File: src/rtl/goertzel_bin_detector_pkg.sv
// Shared DSP constants for the Goertzel bin detector: run/bin index widths,
// frame-tracking state encoding and a small saturating-counter helper.
package goertzel_bin_detector_pkg;

  localparam int BIN_W = 5;  // bin index width
  localparam int RUN_W = 5;  // run-count width shared with the upstream manager
  localparam int CNT_W = 4;  // debounce counter width

  typedef enum logic [1:0] {
    ST_IDLE  = 2'd0,
    ST_ACCUM = 2'd1,
    ST_EVAL  = 2'd2
  } gbd_state_e;

  function automatic logic [CNT_W-1:0] sat_inc(input logic [CNT_W-1:0] v);
    return (&v) ? v : v + CNT_W'(1);
  endfunction

endpackage

File: src/rtl/goertzel_bin_detector_debounce.sv
// Hit/miss debouncer: a tone is declared after DEBOUNCE consecutive hit frames
// on the same bin and released after DEBOUNCE consecutive miss frames.
module bin_debounce
  import goertzel_bin_detector_pkg::*;
#(
  parameter int DEBOUNCE = 3
) (
  input  logic             sys_clk,
  input  logic             sys_rst,
  input  logic             i_eval,
  input  logic             i_hit,
  input  logic [BIN_W-1:0] i_bin,
  output logic             o_detect,
  output logic [BIN_W-1:0] o_detect_bin
);

  logic [CNT_W-1:0] r_hit_cnt;
  logic [CNT_W-1:0] r_miss_cnt;
  logic [BIN_W-1:0] r_last_bin;
  logic             r_detect;
  logic [BIN_W-1:0] r_detect_bin;
  logic [CNT_W-1:0] w_hit_next;
  logic [CNT_W-1:0] w_miss_next;

  // A hit on a new bin restarts the run at one rather than zero.
  always_comb begin
    w_hit_next  = (i_bin == r_last_bin) ? sat_inc(r_hit_cnt) : CNT_W'(1);
    w_miss_next = sat_inc(r_miss_cnt);
  end

  always_ff @(posedge sys_clk) begin
    if (sys_rst) begin
      r_hit_cnt    <= '0;
      r_miss_cnt   <= '0;
      r_last_bin   <= '0;
      r_detect     <= 1'b0;
      r_detect_bin <= '0;
    end else if (i_eval) begin
      if (i_hit) begin
        r_hit_cnt  <= w_hit_next;
        r_miss_cnt <= '0;
        r_last_bin <= i_bin;
        if (!r_detect && (w_hit_next >= CNT_W'(DEBOUNCE))) begin
          r_detect     <= 1'b1;
          r_detect_bin <= i_bin;
        end
      end else begin
        r_hit_cnt  <= '0;
        r_miss_cnt <= w_miss_next;
        if (w_miss_next >= CNT_W'(DEBOUNCE)) r_detect <= 1'b0;
      end
    end
  end

  assign o_detect     = r_detect;
  assign o_detect_bin = r_detect_bin;

endmodule

File: src/rtl/goertzel_bin_detector.sv
// Tracks the peak Goertzel magnitude across the bins of a frame, reports it
// once per frame and feeds the per-frame hit/miss result to the debouncer.
module goertzel_bin_detector
  import goertzel_bin_detector_pkg::*;
#(
  parameter int DEBOUNCE = 3,
  parameter int M_W      = 16
) (
  input  logic             sys_clk,
  input  logic             sys_rst,
  input  logic [M_W-1:0]   mag_in,
  input  logic             mag_rdy,
  input  logic [RUN_W-1:0] num_runs,
  input  logic [M_W-1:0]   threshold,
  output logic [M_W-1:0]   peak_mag,
  output logic [BIN_W-1:0] peak_bin,
  output logic             frame_valid,
  output logic             detect,
  output logic [BIN_W-1:0] detect_bin
);

  gbd_state_e       r_state;
  logic [RUN_W-1:0] r_frame_len;
  logic [BIN_W-1:0] r_bin_idx;
  logic [M_W-1:0]   r_run_max;
  logic [BIN_W-1:0] r_run_arg;
  logic [M_W-1:0]   r_peak_mag;
  logic [BIN_W-1:0] r_peak_bin;
  logic             r_frame_valid;

  logic w_accept;
  logic w_eval;
  logic w_hit;
  logic w_last;

  assign w_accept = mag_rdy && (num_runs != '0);
  assign w_eval   = (r_state == ST_EVAL);
  assign w_hit    = (r_run_max >= threshold);
  assign w_last   = (r_bin_idx == BIN_W'(r_frame_len - RUN_W'(1)));

  always_ff @(posedge sys_clk) begin
    if (sys_rst) begin
      r_state       <= ST_IDLE;
      r_frame_len   <= '0;
      r_bin_idx     <= '0;
      r_run_max     <= '0;
      r_run_arg     <= '0;
      r_peak_mag    <= '0;
      r_peak_bin    <= '0;
      r_frame_valid <= 1'b0;
    end else begin
      r_frame_valid <= 1'b0;
      case (r_state)
        ST_IDLE, ST_EVAL: begin
          if (r_state == ST_EVAL) begin
            r_peak_mag    <= r_run_max;
            r_peak_bin    <= r_run_arg;
            r_frame_valid <= 1'b1;
            r_state       <= ST_IDLE;
          end
          // A strobe in the EVAL cycle opens the next frame without a gap.
          if (w_accept) begin
            r_frame_len <= num_runs;
            r_bin_idx   <= BIN_W'(1);
            r_run_max   <= mag_in;
            r_run_arg   <= '0;
            r_state     <= (num_runs == RUN_W'(1)) ? ST_EVAL : ST_ACCUM;
          end
        end
        ST_ACCUM: begin
          if (w_accept) begin
            if (mag_in > r_run_max) begin
              r_run_max <= mag_in;
              r_run_arg <= r_bin_idx;
            end
            r_bin_idx <= r_bin_idx + BIN_W'(1);
            if (w_last) r_state <= ST_EVAL;
          end
        end
        default: r_state <= ST_IDLE;
      endcase
    end
  end

  bin_debounce #(
    .DEBOUNCE(DEBOUNCE)
  ) u_debounce (
    .sys_clk      (sys_clk),
    .sys_rst      (sys_rst),
    .i_eval       (w_eval),
    .i_hit        (w_hit),
    .i_bin        (r_run_arg),
    .o_detect     (detect),
    .o_detect_bin (detect_bin)
  );

  assign peak_mag    = r_peak_mag;
  assign peak_bin    = r_peak_bin;
  assign frame_valid = r_frame_valid;

endmodule

File: config.mk
export PLATFORM = sky130hd
export DESIGN_NAME = goertzel_bin_detector
export DESIGN_NICKNAME = d
export VERILOG_FILES = /design/src/rtl/goertzel_bin_detector_pkg.sv /design/src/rtl/goertzel_bin_detector_debounce.sv /design/src/rtl/goertzel_bin_detector.sv
export SDC_FILE = /design/constraint.sdc
export NUM_CORES = 1
export LEC_CHECK = 0
export ABC_AREA = 1
export CORE_UTILIZATION = 58
export DETAILED_ROUTE_END_ITERATION = 16
export GPL_TIMING_DRIVEN = 0
export PLACE_DENSITY_LB_ADDON = 0.1
export SLEW_MARGIN = 40
export SYNTH_ARGS = -nofsm -noshare
export SYNTH_HDL_FRONTEND = slang
export SYNTH_HIERARCHICAL = 1
export SYNTH_SLANG_ARGS = --single-unit
export TNS_END_PERCENT = 5
File: constraint.sdc
create_clock -name sys_clk -period 4.6 [get_ports sys_clk]
set_clock_uncertainty 0.15 [all_clocks]
set_input_delay 0.92 -clock sys_clk [delete_from_list [all_inputs] [get_ports sys_clk]]
set_output_delay 0.92 -clock sys_clk [all_outputs]
set_load 0.03 [all_outputs]
==> results of run 1 <==
critical path: stages:
cell and delay, ps:
clkdlybuf4s50_1 450, inv_1 40, ha_1 300, a21oi_1 140
o21ai_0 120, nand2_1 80, o211ai_1 90, nand2_1 70
nand3_1 140, nand2_1 230, clkinv_1 310, o21ai_0 290
a21oi_1 60
cell type report:
type	count	area (µm²)
Buffer	19	134
Clock buffer	14	173
Clock inverter	2	10.0
Fill cell	575	1730
Inverter	81	304
Multi-Input combinational cell	402	2250
Sequential cell	74	1480
Tap cell	96	120
Timing Repair Buffer	67	671
how the worst min path moves through the flow:
stage                             startpoint                  endpoint  cells after the start
CTS                 u_debounce/r_last_bin[3]  u_debounce/r_last_bin[3]                      2
detailed placement            r_frame_len[1]            r_frame_len[1]                      2
global placement    u_debounce/r_last_bin[1]  u_debounce/r_last_bin[1]                      2
global route                  r_frame_len[1]            r_frame_len[1]                      2
floorplan           u_debounce/r_last_bin[3]  u_debounce/r_last_bin[3]                      2
finish                        r_frame_len[1]            r_frame_len[1]                      2
cells in the mapped netlist (6+ instances only):
| master | instances |
|---|---|
| clkbuf_1 | 8 |
| a21oi_1 | 81 |
| o21ai_0 | 39 |
| dfxtp_1 | 74 |
| nand2_1 | 102 |
| nand3_1 | 25 |
| ha_1 | 36 |
| xnor2_1 | 7 |
| nor2_1 | 60 |
| nand3b_1 | 15 |
| buf_6 | 7 |
| inv_1 | 77 |
| xor2_1 | 6 |
per-layer routing:
| metal | vias to the layer above | GRT usage, % | routed length, µm |
|---|---|---|---|
| li1 | 2029 | - | - |
| met2 | 107 | 47.0 | 4640 |
| met3 | 25 | 5.05 | 418 |
| met4 | 0 | 10.5 | 217 |
| met5 | - | 0 | 0 |
| met1 | 1869 | 31.9 | 4380 |
layout by cell type (no fill, tap or decap), drive strengths merged:
master and n:
a21o 1, a21oi 83, buf 10, clkbuf 23, clkdlybuf4s50 67, clkinv 5
dfxtp 74, ha 36, inv 78, nand2 109, nand3 27, nand3b 15
nand4 3, nor2 63, nor3 4, nor3b 1, nor4 1, o211ai 3
o21ai 42, o31ai 1, xnor2 7, xor2 6
metrics by stage:
step / worst slack (ps) / power [W] / cells / hold WS (ps) / utilization [%]
6_report: 1450 / 0.00149 / 755 / 327 / 74.8
5_1_grt: 1270 / 0.00156 / 755 / 353 / 74.8
4_1_cts: 1510 / 0.00150 / 755 / 330 / 74.8
3_5_place_dp: 1150 / 0.00103 / 739 / 320 / 72.2
3_3_place_gp: 1220 / 0.00102 / 739 / 306 / 72.2
2_1_floorplan: 2000 / 0.000921 / 576 / 296 / -
report_power, final:
part	switching, W	internal [W]
Combinational	0.000179	0.000139
Clock	0.000228	0.000239
Sequential	0.0000275	0.000673
Total	0.000435	0.00105
cells by family (layout without fill, tap and decap cells):
kind of cell    count (synthesis)  after routing
buf+inv                       100            183
fa+ha+maj                      36             36
xor+xnor                       13             13
compound gates                130            130
flops                          74             74
simple gates                  223            223
flip-flops by register name (all words and copies together) (netlist names):
register / count
u_debounce/r_miss_cnt: 4
u_debounce/r_last_bin: 5
peak_bin: 5
r_state: 2
u_debounce/o_detect: 1
r_run_max: 16
u_debounce/o_detect_bin: 5
r_frame_len: 5
frame_valid: 1
u_debounce/r_hit_cnt: 4
r_bin_idx: 5
peak_mag: 16
r_run_arg: 5
==> flow_metrics.env, run 1 <==
export IMPL_core_region_area_um2=6870
export IMPL_synth_nets=652
export IMPL_synth_top_cell_area_share_pct=35.6
export IMPL_critPathKind="in -> reg"
export IMPL_std_cell_rows=30
export IMPL_hold_viol_final=0
export IMPL_ys_flop_type="dfxtp_1"
export IMPL_yosys_area_share_simple_pct=24.3
export IMPL_slew_limit_headroom_pct=61.7
export IMPL_path_clk_slew_ps=70
export IMPL_cts_tree="built"
export IMPL_worst_ep_arrival_time_ps=3240
export IMPL_grt_pass1_vias=3677
export IMPL_io_pins=68
export IMPL_first_pass_iters=5
export IMPL_cts_sinks=74
export IMPL_drc=0
export IMPL_htreeDepth=3
export IMPL_grt_use_total_pct=26.6
export IMPL_syn_area_um2=4170
export IMPL_drv_cap=0
export IMPL_p_per_area_nw_per_um2=289
export IMPL_synth_top_area_cell="dfxtp_1"
export IMPL_grt_max_degree=12
export IMPL_p_leak_nw=2.26
export IMPL_regToRegSetupSlack_ps=1920
export IMPL_dp_hpwl_um=7510
export IMPL_fin_nets=730
export IMPL_synth_edff_count=0
export IMPL_startpoint="threshold[3]"
export IMPL_critPathCapture="u_debounce/r_last_bin[4]"
export IMPL_muxShareOfSynthArea_pct=0
export IMPL_synth_adder_area_share_pct=10.8
export IMPL_wl_um=9660
export IMPL_status="completed"
export IMPL_peakVddDrop_mv=0.202
export IMPL_crit_path_end_kind="register"
export IMPL_antenna_found_initial=0
export IMPL_r2r_start="r_state[1]"
export IMPL_root_buffer="clkbuf_8"
export IMPL_finalSetupViolCount=0
export IMPL_initial_core_util_pct=60.7
export IMPL_drv_slew=0
export IMPL_port_buffers=67
export IMPL_avgSynthCellArea_um2=7.23
export IMPL_grt_ovfl_total=0
export IMPL_async_reset_ff_share_pct=0
export IMPL_grt_pass1_wl_um=15800
export IMPL_cp_max_fo=10
export IMPL_dieArea_um2=7530
export IMPL_synth_yosys_seq_area_share_pct=35.6
export IMPL_synth_area_top_cells="dfxtp_1 36%, ha_1 11%, a21oi_1 9.7%, nand2_1 9.2%, inv_1 6.9%"
export IMPL_grt_setup_unrepaired="false"
export IMPL_vias_per_cell=5.34
export IMPL_vias=4030
export IMPL_min_period_over_period_pct=68.5
export IMPL_worstMarginPinSlew_ps=574
export IMPL_die_y_um=86.8
export IMPL_fmax_mhz=317
export IMPL_cts_hold_buf=0
export IMPL_gp_congestion=0.905
export IMPL_r2r_end="u_debounce/o_detect"
export IMPL_cts_resized=0
export IMPL_synth_seq_cells=74
export IMPL_r2r_cells=10
export IMPL_clock_latency_ps=350
export IMPL_post_cts_buffers=0
export IMPL_wl_per_cell_um=12.8
export IMPL_fin_tns_setup_ps=0
export IMPL_cts_made_buffers=9
export IMPL_die_w_um=86.8
export IMPL_cp_start_kind="input port"
export IMPL_areaGrowthSynthToFinish_pct=23.4
export IMPL_synthXorXnorAreaFrac_pct=2.73
export IMPL_placed_cell_area_um2=4960
export IMPL_ctsLongestPathBuffers=2
export IMPL_yosysWarnings=6
export IMPL_synthDistinctLibCells=31
export IMPL_hold_path_class="reg -> reg"
export IMPL_drtAntennaViolNets=0
export IMPL_required_ps=4690
export IMPL_final_layout_size_suffix_gt1_share_pct=6.37
export IMPL_synth_top_family_by_area="simple AND/OR/NAND/NOR gates"
export IMPL_synth_cells=576
export IMPL_num_antenna_cells=0
export IMPL_synth_compound_area_share_pct=16.1
export IMPL_final_area_um2=5140
export IMPL_drt_iter0_drc=219
export IMPL_fin_crit_ps=3150
Note: power is estimated with default switching activity, not from simulation.
==> run 2: changes to the inputs <==
--- a/config.mk
+++ b/config.mk
@@ -6,7 +6,7 @@
 export NUM_CORES = 1
 export LEC_CHECK = 0
 export ABC_AREA = 1
-export CORE_UTILIZATION = 58
+export CORE_UTILIZATION = 54
 export DETAILED_ROUTE_END_ITERATION = 16
 export GPL_TIMING_DRIVEN = 0
 export PLACE_DENSITY_LB_ADDON = 0.1
==> constraint.sdc (replaced) <==
create_clock -name sys_clk -period 3.1 [get_ports sys_clk]
set_clock_uncertainty 0.15 [all_clocks]
set_input_delay 0.62 -clock sys_clk [delete_from_list [all_inputs] [get_ports sys_clk]]
set_output_delay 0.62 -clock sys_clk [all_outputs]
set_load 0.03 [all_outputs]
==> run 2 against run 1 <==
Against the previous run:
- via count fell by 2.3%
- clock power rose by 38%
- hold slack improved by 8.6 ps
- power rose by 45%
- largest cell class unchanged
- critical path depth rose by 2
- die area rose by 7.2%
- register-to-register slack got worse by 1600 ps
- non-clock buffer count did not move
==> flow_metrics.env, run 2 (synthesized netlist as in run 1, its figures left out) <==
export IMPL_dp_hpwl_um=7430
export IMPL_cts_made_buffers=9
export IMPL_root_buffer="clkbuf_8"
export IMPL_required_ps=3190
export IMPL_crit_path_end_kind="register"
export IMPL_cts_tree="built"
export IMPL_vias=3937
export IMPL_port_buffers=67
export IMPL_initial_core_util_pct=56.5
export IMPL_wl_per_cell_um=12.7
export IMPL_grt_max_degree=12
export IMPL_cts_sinks=74
export IMPL_cp_max_fo=10
export IMPL_min_period_over_period_pct=90.9
export IMPL_dieArea_um2=8070
export IMPL_areaGrowthSynthToFinish_pct=22.9
export IMPL_drv_slew=0
export IMPL_grt_ovfl_total=0
export IMPL_gp_congestion=0.858
export IMPL_clock_latency_ps=350
export IMPL_status="completed"
export IMPL_grt_setup_unrepaired="false"
export IMPL_die_w_um=89.8
export IMPL_worst_ep_arrival_time_ps=2910
export IMPL_placed_cell_area_um2=4960
export IMPL_worstMarginPinSlew_ps=593
export IMPL_drt_iter0_drc=195
export IMPL_die_y_um=89.8
export IMPL_htreeDepth=3
export IMPL_vias_per_cell=5.21
export IMPL_p_leak_nw=2.25
export IMPL_drc=0
export IMPL_hold_path_class="reg -> reg"
export IMPL_wl_um=9600
export IMPL_cp_start_kind="input port"
export IMPL_fin_nets=730
export IMPL_cts_hold_buf=0
export IMPL_cts_resized=0
export IMPL_post_place_ws_ps=-57.3
export IMPL_grt_pass1_wl_um=16300
export IMPL_grt_use_total_pct=24.7
export IMPL_fin_crit_ps=2820
export IMPL_first_pass_iters=5
export IMPL_layout_setup_ws_ps=282
export IMPL_final_cell_mix="102 x nand2_1, 81 x a21oi_1, 77 x inv_1"
export IMPL_grt_pass1_vias=3711
export IMPL_num_antenna_cells=0
export IMPL_path_clk_slew_ps=80
export IMPL_ctsLongestPathBuffers=2
export IMPL_final_area_um2=5120
export IMPL_dp_cells=742
export IMPL_slew_limit_headroom_pct=60.5
export IMPL_final_cell_count_no_fill=756
export IMPL_final_layout_size_suffix_gt1_share_pct=6.24
export IMPL_post_cts_buffers=0
export IMPL_antenna_found_initial=0
export IMPL_peakVddDrop_mv=0.328
export IMPL_p_per_area_nw_per_um2=420
export IMPL_layout_commonest_cell="nand2_1"
export IMPL_regToRegSetupSlack_ps=320
export IMPL_io_pins=68
export IMPL_drtAntennaViolNets=0
export IMPL_std_cell_rows=31
export IMPL_drv_cap=0
export IMPL_critPathKind="in -> reg"
export IMPL_core_region_area_um2=7370
export IMPL_fmax_mhz=355
export IMPL_hold_viol_final=0
export IMPL_finalSetupViolCount=0
==> run 2: cell count changes in the layout (fill, tap and decap cells not counted) <==
cell,change
clkinvlp_4,+1
clkbuf_8,-2
clkbuf_1,-1
==> run 2: path summary, 6_finish.rpt <==
kind / cells past startpoint / start / endpoint
max reg2reg: 10 / r_state[1] / u_debounce/o_detect
min: 2 / r_frame_len[4] / r_frame_len[4]
max: 15 / threshold[15] / u_debounce/o_detect_bin[1]
min reg2reg: 2 / r_frame_len[4] / r_frame_len[4]
==> run 2: final cells by class <==
| cell class | count | area, µm² |
|---|---|---|
| Timing Repair Buffer | 67 | 671 |
| Multi-Input combinational cell | 402 | 2250 |
| Clock inverter | 3 | 17.5 |
| Fill cell | 650 | 2250 |
| Tap cell | 99 | 124 |
| Inverter | 81 | 304 |
| Clock buffer | 11 | 141 |
| Buffer | 19 | 134 |
| Sequential cell | 74 | 1480 |
==> run 2: metal layers <==
layer | part of all wire [%] | wire [µm] | global-route usage, %
met5 | 0 | 0 | 0
met4 | 1.7 | 166 | 8.74
met3 | 5.3 | 511 | 5.92
met2 | 48 | 4580 | 43.8
met1 | 45 | 4350 | 28.8
==> run 2: stage by stage <==
stage	util, %	total power (W)	hold slack (ps)	TNS [ps]
global placement	67.3	0.00151	307	-6.71
detailed placement	67.3	0.00153	319	-298
floorplan	-	0.00137	296	0
finish	69.5	0.00215	336	0
global route	69.5	0.00227	359	0
CTS	69.5	0.00217	338	0
==> run 2: worst max-delay path: stages <==
cell,delay (ps)
clkdlybuf4s50_1,450
inv_1,40
ha_1,280
nand2_1,70
inv_1,60
nand3_1,100
nor3_1,230
nand3_1,100
nand3_1,190
nand2_1,170
nor2_1,230
buf_6,170
nand3_1,80
nand2_1,70
nor2_1,50
==> run 2: power by group <==
group	internal (W)	leakage, nW	switching (W)
clock	0.000301	0.0810	0.000343
sequential	0.000998	0.604	0.0000399
combinational	0.000205	1.56	0.000264
